### src/rtl/upc_tag_tx_pkg.sv
// Shared constants and state type for the UPC tag serial transmitter.
// UPC_TX_PARITY_EN selects the 7-bit (with even parity) or 6-bit frame.
package upc_pkg;

  localparam int UPC_W     = 3;
  localparam int DATA_BITS = 4;

`ifdef UPC_TX_PARITY_EN
  localparam int FRAME_BITS = 7;
`else
  localparam int FRAME_BITS = 6;
`endif

  localparam logic LINE_IDLE  = 1'b1;
  localparam logic LINE_START = 1'b0;
  localparam logic LINE_STOP  = 1'b1;

  typedef enum logic [2:0] {
    IDLE,
    START,
    DATA,
    PARITY,
    STOP
  } state_e;

endpackage

### src/rtl/upc_tag_tx_if.sv
// Tag load handshake and serial line of the UPC tag transmitter.
// A tag is transferred on every rising edge where send & ready; send is not queued.
interface upc_tag_tx_if;
  import upc_pkg::*;

  logic [UPC_W-1:0] upc_in;
  logic             mark_in;
  logic             send;
  logic             ready;
  logic             tx_out;
  logic             done;
  state_e           dbg_state;

  modport master (
    output upc_in, mark_in, send,
    input  ready, tx_out, done, dbg_state
  );

  modport slave (
    input  upc_in, mark_in, send,
    output ready, tx_out, done, dbg_state
  );

endinterface

### src/rtl/upc_tag_tx_bit_timer.sv
// Bit-period down-counter: last_tick strobes on the final cycle of each bit.
module upc_bit_timer #(
  parameter int BIT_TICKS = 4
) (
  input  logic clk,
  input  logic reset,
  input  logic i_clear,
  input  logic i_enable,
  output logic o_last_tick
);

  localparam logic [7:0] LOAD = 8'(BIT_TICKS - 1);

  logic [7:0] r_cnt;

  always_ff @(posedge clk) begin
    if (reset) begin
      r_cnt <= 8'd0;
    end else if (i_clear) begin
      r_cnt <= LOAD;
    end else if (i_enable) begin
      r_cnt <= (r_cnt == 8'd0) ? LOAD : r_cnt - 8'd1;
    end
  end

  assign o_last_tick = i_enable && (r_cnt == 8'd0);

endmodule

### src/rtl/upc_tag_tx.sv
// Frames {start, upc[2:0], mark, [even parity], stop} onto a registered serial line.
// Build option: UPC_TX_PARITY_EN inserts the parity bit after the mark bit.
module upc_tag_tx
  import upc_pkg::*;
#(
  parameter int BIT_TICKS = 4
) (
  input  logic         clk,
  input  logic         reset,
  upc_tag_tx_if.slave  bus
);

  if (BIT_TICKS < 2 || BIT_TICKS > 255) begin : g_bad_ticks
    $error("BIT_TICKS must be in 2..255");
  end

  state_e      r_state, w_next_state;
  logic [3:0]  r_shift, w_next_shift;
  logic [1:0]  r_idx,   w_next_idx;
  logic        r_tx,    w_next_tx;
  logic        w_timer_clr;
  logic        w_timer_en;
  logic        w_last_tick;
`ifdef UPC_TX_PARITY_EN
  logic        r_parity;
`endif

  upc_bit_timer #(.BIT_TICKS(BIT_TICKS)) u_timer (
    .clk         (clk),
    .reset       (reset),
    .i_clear     (w_timer_clr),
    .i_enable    (w_timer_en),
    .o_last_tick (w_last_tick)
  );

  assign w_timer_en = (r_state != IDLE);

  always_comb begin
    w_next_state = r_state;
    w_next_shift = r_shift;
    w_next_idx   = r_idx;
    w_timer_clr  = 1'b0;
    unique case (r_state)
      IDLE: begin
        if (bus.send) begin
          w_next_state = START;
          w_next_shift = {bus.upc_in, bus.mark_in};
          w_next_idx   = 2'd0;
          w_timer_clr  = 1'b1;
        end
      end
      START: begin
        if (w_last_tick) begin
          w_next_state = DATA;
          w_next_idx   = 2'd0;
        end
      end
      DATA: begin
        if (w_last_tick) begin
          w_next_shift = {r_shift[2:0], 1'b0};
          if (r_idx == 2'(DATA_BITS - 1)) begin
`ifdef UPC_TX_PARITY_EN
            w_next_state = PARITY;
`else
            w_next_state = STOP;
`endif
          end else begin
            w_next_idx = r_idx + 2'd1;
          end
        end
      end
`ifdef UPC_TX_PARITY_EN
      PARITY: begin
        if (w_last_tick) w_next_state = STOP;
      end
`endif
      STOP: begin
        if (w_last_tick) w_next_state = IDLE;
      end
      default: w_next_state = IDLE;
    endcase

    // Line level is chosen from the state being entered so tx_out changes on the bit edge itself.
    w_next_tx = LINE_IDLE;
    unique case (w_next_state)
      IDLE:    w_next_tx = LINE_IDLE;
      START:   w_next_tx = LINE_START;
      DATA:    w_next_tx = w_next_shift[3];
`ifdef UPC_TX_PARITY_EN
      PARITY:  w_next_tx = r_parity;
`endif
      STOP:    w_next_tx = LINE_STOP;
      default: w_next_tx = LINE_IDLE;
    endcase
  end

  always_ff @(posedge clk) begin
    if (reset) begin
      r_state <= IDLE;
      r_shift <= 4'd0;
      r_idx   <= 2'd0;
      r_tx    <= LINE_IDLE;
    end else begin
      r_state <= w_next_state;
      r_shift <= w_next_shift;
      r_idx   <= w_next_idx;
      r_tx    <= w_next_tx;
    end
  end

`ifdef UPC_TX_PARITY_EN
  always_ff @(posedge clk) begin
    if (reset) begin
      r_parity <= 1'b0;
    end else if (r_state == IDLE && bus.send) begin
      r_parity <= ^{bus.upc_in, bus.mark_in};
    end
  end
`endif

  assign bus.ready     = (r_state == IDLE);
  assign bus.tx_out    = r_tx;
  assign bus.done      = (r_state == STOP) && w_last_tick;
  assign bus.dbg_state = r_state;

endmodule

### src/flat_wrapper.sv
// flat-port wrapper written by rule: the top's interface ports become plain ports
module upc_tag_tx_flat import upc_pkg::*;
#(
  parameter int BIT_TICKS = 4
)
  (clk, reset, bus_upc_in, bus_mark_in, bus_send, bus_ready, bus_tx_out, bus_done, bus_dbg_state);
  upc_tag_tx_if bus_i ();
  input  logic clk;
  input  logic reset;
  input wire logic [$bits(bus_i.upc_in)-1:0] bus_upc_in;
  input wire logic [$bits(bus_i.mark_in)-1:0] bus_mark_in;
  input wire logic [$bits(bus_i.send)-1:0] bus_send;
  output wire logic [$bits(bus_i.ready)-1:0] bus_ready;
  output wire logic [$bits(bus_i.tx_out)-1:0] bus_tx_out;
  output wire logic [$bits(bus_i.done)-1:0] bus_done;
  output wire logic [$bits(bus_i.dbg_state)-1:0] bus_dbg_state;
  assign bus_i.upc_in = bus_upc_in;
  assign bus_i.mark_in = bus_mark_in;
  assign bus_i.send = bus_send;
  assign bus_ready = bus_i.ready;
  assign bus_tx_out = bus_i.tx_out;
  assign bus_done = bus_i.done;
  assign bus_dbg_state = bus_i.dbg_state;
  upc_tag_tx #(.BIT_TICKS(BIT_TICKS)) u_core (.clk(clk), .reset(reset), .bus(bus_i));
endmodule
### config.mk
export PLATFORM = sky130hd
export DESIGN_NAME = upc_tag_tx_flat
export DESIGN_NICKNAME = d
export VERILOG_FILES = /design/src/rtl/upc_tag_tx_pkg.sv /design/src/rtl/upc_tag_tx_if.sv /design/src/rtl/upc_tag_tx_bit_timer.sv /design/src/rtl/upc_tag_tx.sv /design/src/flat_wrapper.sv
export SDC_FILE = /design/constraint.sdc
export NUM_CORES = 1
export LEC_CHECK = 0
export CAP_MARGIN = 20
export CORE_AREA = 2 2 49 51
export DETAILED_ROUTE_END_ITERATION = 10
export DIE_AREA = 0 0 51 53
export GPL_TIMING_DRIVEN = 0
export PLACE_DENSITY_LB_ADDON = 0.12
export SLEW_MARGIN = 30
export SYNTH_ARGS = -nofsm -noshare
export SYNTH_HDL_FRONTEND = slang
export SYNTH_HIERARCHICAL = 1
export SYNTH_SLANG_ARGS = --single-unit
### constraint.sdc
create_clock -name clk -period 2.7 [get_ports clk]
set_input_delay 0.27 -clock clk [delete_from_list [all_inputs] [get_ports clk]]
set_output_delay 0.27 -clock clk [all_outputs]
set_load 0.02 [all_outputs]
Word-level counts from Yosys, hierarchy flattened:

Cells that the tools add are included.
W data, S select, Z words.

* register bits after elaboration: 18
* output and inout bits: 6
* word-level logic and storage cells: 50

* $add $sub $neg: 2
* equal/unequal tests: 10
* muxes and demuxes: 20
* reduce and logical (&&, ||, !) cells: 11

Operators by type and width (number)
* $mux W3: 5
* $mux W2: 6
* $pmux W3 S4: 1
* $logic_not A8 Y1: 1
* $mux W4: 2
* $mux W8: 1
* $pmux W4 S2: 1
* $sub A8 B1 Y8 const B: 1
* $eq A3 B1 Y1 const B: 2
* $eq A3 B2 Y1 const B: 2
* $pmux W2 S3: 1
* $reduce_bool A3 Y1: 2
* $reduce_and A5 Y1: 1
* $ne A2 B1 Y1 const B: 2
* $ne A2 B2 Y1 const B: 2
* $reduce_bool A2 Y1: 2
* $eq A3 B3 Y1 const B: 1
* $logic_not A3 Y1: 1
* $reduce_and A3 Y1: 1
* $add A2 B1 Y2 const B: 1
* $eq A2 B2 Y1 const B: 1
* $logic_and A1 B1 Y1: 2
* $mux W1: 2
* $pmux W1 S2: 1
* $reduce_or A2 Y1: 1

Logic depth before layout (Yosys ltp):

* word-level depth: 6
* depth in mapped cells: 10
* mapped depth without buffers: 9

Modules after synthesis:

Netlist, hierarchy kept.

Modules (own cells, without submodules)
* upc_tag_tx: instances 1, cells each 61, area each 550.5 µm², sequential area each 200.2 µm²
* upc_bit_timer: instances 1, cells each 50, area each 436.7 µm², sequential area each 160.2 µm²

Worst setup path before layout:

OpenSTA, ideal clock, no wires.

* path kind: flip-flop to flip-flop
* from: register u_core.r_state[0], in the netlist u_core/bus.dbg_state[0]
* to: register u_core.r_tx, in the netlist u_core/bus.tx_out
* library setup time: 128 ps
* arrival: 2218 ps
* setup slack: 354 ps
* cell stages (with the launch flop): 11
* path buffers: 2
* period minus slack after synthesis: 2346 ps
* path through: dfxtp_1 -> buf_4 -> or3_2 -> buf_4 -> and4bb_1 -> nand2_1 -> inv_1 -> and4bb_4 -> a22o_1 -> a21oi_2 -> o211ai_2

* cells in the longest elaborated chain, start to end: 6
* elaborated cells between the ends (all ways): 17
* classes of those cells: eq/ne (5); mux (9); reduce/logical (3)

Ends and longest elaborated chain
* start: declaration: line upc_tag_tx.sv:17 `state_e r_state, w_next_state;`
* start signal: assignment: line upc_tag_tx.sv:104 `r_state <= w_next_state;`
* $reduce_bool A3 Y1 *: line upc_tag_tx.sv:36 `assign w_timer_en = (r_state != IDLE);`
* named net u_core.w_timer_en: line upc_tag_tx.sv:22 `logic w_timer_en;`
* $logic_and A1 B1 Y1 *: line upc_tag_tx_bit_timer.sv:26 `assign o_last_tick = i_enable && (r_cnt == 8'd0);`
* named net u_core.w_last_tick: line upc_tag_tx.sv:23 `logic w_last_tick;`
* $mux W3 (on tied branches): line upc_tag_tx.sv:78, upc_tag_tx.sv:53, upc_tag_tx.sv:59
* $pmux W3 S4: line upc_tag_tx.sv:43 `unique case (r_state)`
* $eq A3 B2 Y1 or $eq A3 B1 Y1 (tied branches): line upc_tag_tx.sv:85 `unique case (w_next_state)`
* $pmux W1 S2 *: line upc_tag_tx.sv:85
* end signal: assignment: line upc_tag_tx.sv:107 `r_tx <= w_next_tx;`
* end: declaration: line upc_tag_tx.sv:20 `logic r_tx, w_next_tx;`

Mark *: on every way through the listed nets, which the timed path passes. The rest lies on a longest branch. The select of a mux whose other input is x is not followed.
A chain may end at the register's enable or synchronous reset.

Final worst setup path:

* from: register u_core.r_state[0], in the netlist u_core/bus.dbg_state[0]
* to: output port bus_done

* cells in the longest elaborated chain, start to end: 3
* elaborated cells between the ends (all ways): 4
* classes of those cells: eq/ne (1); reduce/logical (3)

Ends and longest elaborated chain
* $reduce_bool A3 Y1: line upc_tag_tx.sv:36
* named net u_core.w_timer_en: line upc_tag_tx.sv:22
* $logic_and A1 B1 Y1: line upc_tag_tx_bit_timer.sv:26
* named net u_core.w_last_tick: line upc_tag_tx.sv:23
* $logic_and A1 B1 Y1: line upc_tag_tx.sv:123 `assign bus.done = (r_state == STOP) && w_last_tick;`
* end: declaration: line flat_wrapper.sv:15 `output wire logic [$bits(bus_i.done)-1:0] bus_done;`

The timed path passes the listed nets, and every way through them passes these cells.

==> impl_metrics.py <==
metrics = {
    "route": {
        "drc_errors": 0,
        "wire_per_inst_um": 12.7,
        "antenna_left": 0,
        "first_iter_violations": 19,
        "drt_wl_total_um": 1960,
        "vias": 850,
        "vias_per_cell": 5.48,
        "first_pass_iters": 4,
    },
    "sta": {
        "setup_viol": 0,
        "timing.hold.ws_ns": 0.464,
        "worst_pin_slew_ns": 0.587,
        "period_minus_slack_ns": 2.45,
        "finClkSkew_ns": 0.00393,
        "fmax_mhz": 408,
        "rsz0062_at_grt": "false",
        "slew_viol_final": 0,
        "hold_viol": 0,
        "period_share": 0.907,
        "fin_ws_ns": 0.250,
        "worst_slew_margin_rel": 0.605,
        "tns_ns": 0,
    },
    "floorplan": {
        "rows": 17,
        "start_util": 0.460,
        "ios": 13,
        "die-area_mm2": 0.00270,
        "coreArea_mm2": 0.00215,
        "dieWidth_um": 51,
        "fp.dieH_um": 53,
    },
    "pwr": {
        "powerDensity_mw_per_mm2": 526,
        "p_sw_frac": 0.293,
        "clockPowerShare": 0.268,
        "p_sw_w": 0.000181,
        "fin_total_pwr_w": 0.000618,
        "comb_power_share": 0.250,
        "intPower_w": 0.000437,
        "ir_worst_vdd_uv": 272,
        "power.leakage_nw": 0.437,
        "pwr-share-seq": 0.483,
    },
    "placed_design": {
        "gp_congestion": 0.750,
        "dpl.cell_count": 151,
        "dp_hpwl_um": 1390,
        "post-place-ws_ns": 0.122,
        "port_buffers": 12,
    },
    "worst_setup_path": {
        "crit_path_max_incr_delay_ns": 0.51,
        "cp.arrival_ns": 2.18,
        "cp.required_ns": 2.43,
        "critPathCapture": "bus_done",
        "cp-startpoint": "u_core/bus.dbg_state[0]",
        "r2r_start": "u_core/bus.dbg_state[0]",
        "ff2ff_setup_slack_ns": 0.28,
        "cp_max_fo": 10,
        "r2r-end": "u_core/bus.tx_out",
        "r2r_cells": 10,
        "critPathLaunchType": "register",
        "path_cells": "buf_4 -> or3_2 -> buf_4 -> and4bb_1 -> nand2_1 -> inv_2 -> nand2_1 -> nor3_1 -> clkbuf_2",
        "critPathSlowestCell": "or3_2",
        "path_class": "register to output port",
        "end_kind": "output port",
    },
    "job": {
        "maxCapViolations": 0,
    },
    "grt": {
        "first_global_vias": 761,
        "grt_max_degree": 11,
        "overflow": 0,
        "grt_pass1_wl_um": 3350,
        "track_usage": 0.166,
        "antenna_found_initial": 0,
    },
    "yosys": {
        "synthArstFlopShare": 0,
        "avgSynthCellArea_um2": 8.89,
        "synth_edf_count": 0,
        "seq_area_frac_synth": 0.365,
        "synth-seq-cells": 18,
        "netlist_instances": 111,
        "synth_area_um2": 987,
        "syn_nets": 120,
        "synthFlopType": "dfxtp_1",
        "synth_cell_types": 46,
        "yosys_warnings": 6,
    },
    "clocking": {
        "cts_resized": 2,
        "cts_buffers": 3,
        "post_cts_buffers": 0,
        "cts_tree": "yes",
        "numClockSinks": 18,
        "cts_root_buffer": "clkbuf_4",
        "htreeDepth": 1,
        "clk_latency_ns": 0.29,
        "cts_buffer_depth": 2,
        "cts_hold_buf": 0,
        "clk_pin_slew_worst_paths_ns": 0.10,
    },
    "cells_and_area": {
        "fin_cells": 155,
        "antenna_cells": 0,
        "area_delta_synth_final_pct": 19.0,
        "final_nets": 137,
        "drive_gt1_frac": 0.165,
    },
    "run_status": {
        "status": "finished clean",
    },
    "min_path": {
        "hp-start": "u_core/r_shift[1]",
        "hold_path.class": "register to register",
    },
}
-- power by group through the flow --
| stage | Sequential, W | Combinational [W] | Clock (W) |
|---|---|---|---|
| after floorplan | 0.000306 | 0.000104 | 0 |
| after global placement | 0.000303 | 0.000150 | 0 |
| after detailed placement | 0.000304 | 0.000152 | 0 |
| after CTS | 0.000298 | 0.000154 | 0.000171 |
| after global routing | 0.000301 | 0.000168 | 0.000182 |
| final | 0.000299 | 0.000154 | 0.000165 |
-- cells by family after synthesis --
group                    count (synthesis)  share of synthesized area
XOR/XNOR                                 1                    0.00887
adder cells (fa/ha/maj)                  2                     0.0253
AO/OA/AOI/OAI                           31                      0.231
AND/OR/NAND/NOR                         43                      0.284
flip-flops                              18                      0.365
buffers and inverters                   16                     0.0862
-- through the flow --
stage | utilization | cell area [um^2]
3_5_place_dp | 0.532 | 1140
2_1_floorplan | - | 987
5_1_grt | 0.547 | 1170
3_3_place_gp | 0.532 | 1140
4_1_cts | 0.548 | 1180
6_report | 0.547 | 1170
-- how the worst min path moves through the flow --
stage,depth (start not counted),slack [ns],to
floorplan,1,0.34,u_core/u_timer/r_cnt[1]
global placement,2,0.45,u_core/r_shift[1]
detailed placement,2,0.45,u_core/r_shift[1]
CTS,2,0.47,u_core/r_shift[1]
global route,2,0.48,u_core/r_shift[1]
finish,2,0.46,u_core/r_shift[1]
-- cell usage after synthesis (all sizes together) (2+ instances only) --
cell type | number | area (um^2)
dfxtp | 18 | 360
nor2 | 12 | 47.6
a21oi | 10 | 57.6
inv | 9 | 33.8
nand2 | 8 | 30.0
buf | 7 | 51.3
a22oi | 3 | 22.5
nor2b | 3 | 18.8
o21ai | 3 | 15.0
o31ai | 3 | 27.5
a311o | 2 | 20.0
a31oi | 2 | 12.5
and4bb | 2 | 28.8
ha | 2 | 25.0
nand4b | 2 | 17.5
nor3 | 2 | 10.0
nor3b | 2 | 15.0
o211ai | 2 | 20.0
or3 | 2 | 13.8
-- routing by layer --
layer | GRT usage | vias to the layer above | wire, um | share of wire
met5 | 0 | - | 0 | 0
met4 | 0.0676 | 0 | 28 | 0.014
met3 | 0.0339 | 4 | 64 | 0.033
met2 | 0.255 | 14 | 850 | 0.43
met1 | 0.225 | 390 | 1020 | 0.52
li1 | - | 442 | - | -
-- critical path: cells and delay by family, from the launching register on --
kind	cells	cell delay, ns
AND/OR/NAND/NOR	5	0.95
flip-flops	1	0.35
buffers and inverters	4	0.59
-- registers in the layout (all words and copies together) (netlist names) --
signal	count
u_core/bus.tx_out	1
u_core/r_shift	4
u_core/r_idx	2
u_core/u_timer/r_cnt	8
u_core/bus.dbg_state	3
-- final cells by class --
cell class	instances	area [um^2]
fillers	204	973
multi-input cells	77	542
flip-flops and latches	18	362
repair buffers	12	115
plain buffers	7	51.3
clock buffers	4	36.3
well taps	28	35.0
inverters	9	33.8
-- cells in the final DEF, fill, tap and decap left out, drive strengths merged, types with 2 or more instances in the layout --
master,n
or3,2
a31oi,2
nor2b,3
buf,7
a22oi,3
nor3,2
inv,9
a21oi,10
nand4b,2
nand2,8
ha,2
dfxtp,18
nor3b,2
clkbuf,5
nor2,12
o31ai,3
a311o,2
o21ai,3
and4bb,2
o211ai,2
clkdlybuf4s50,11
(Power assumes the default switching activity.)
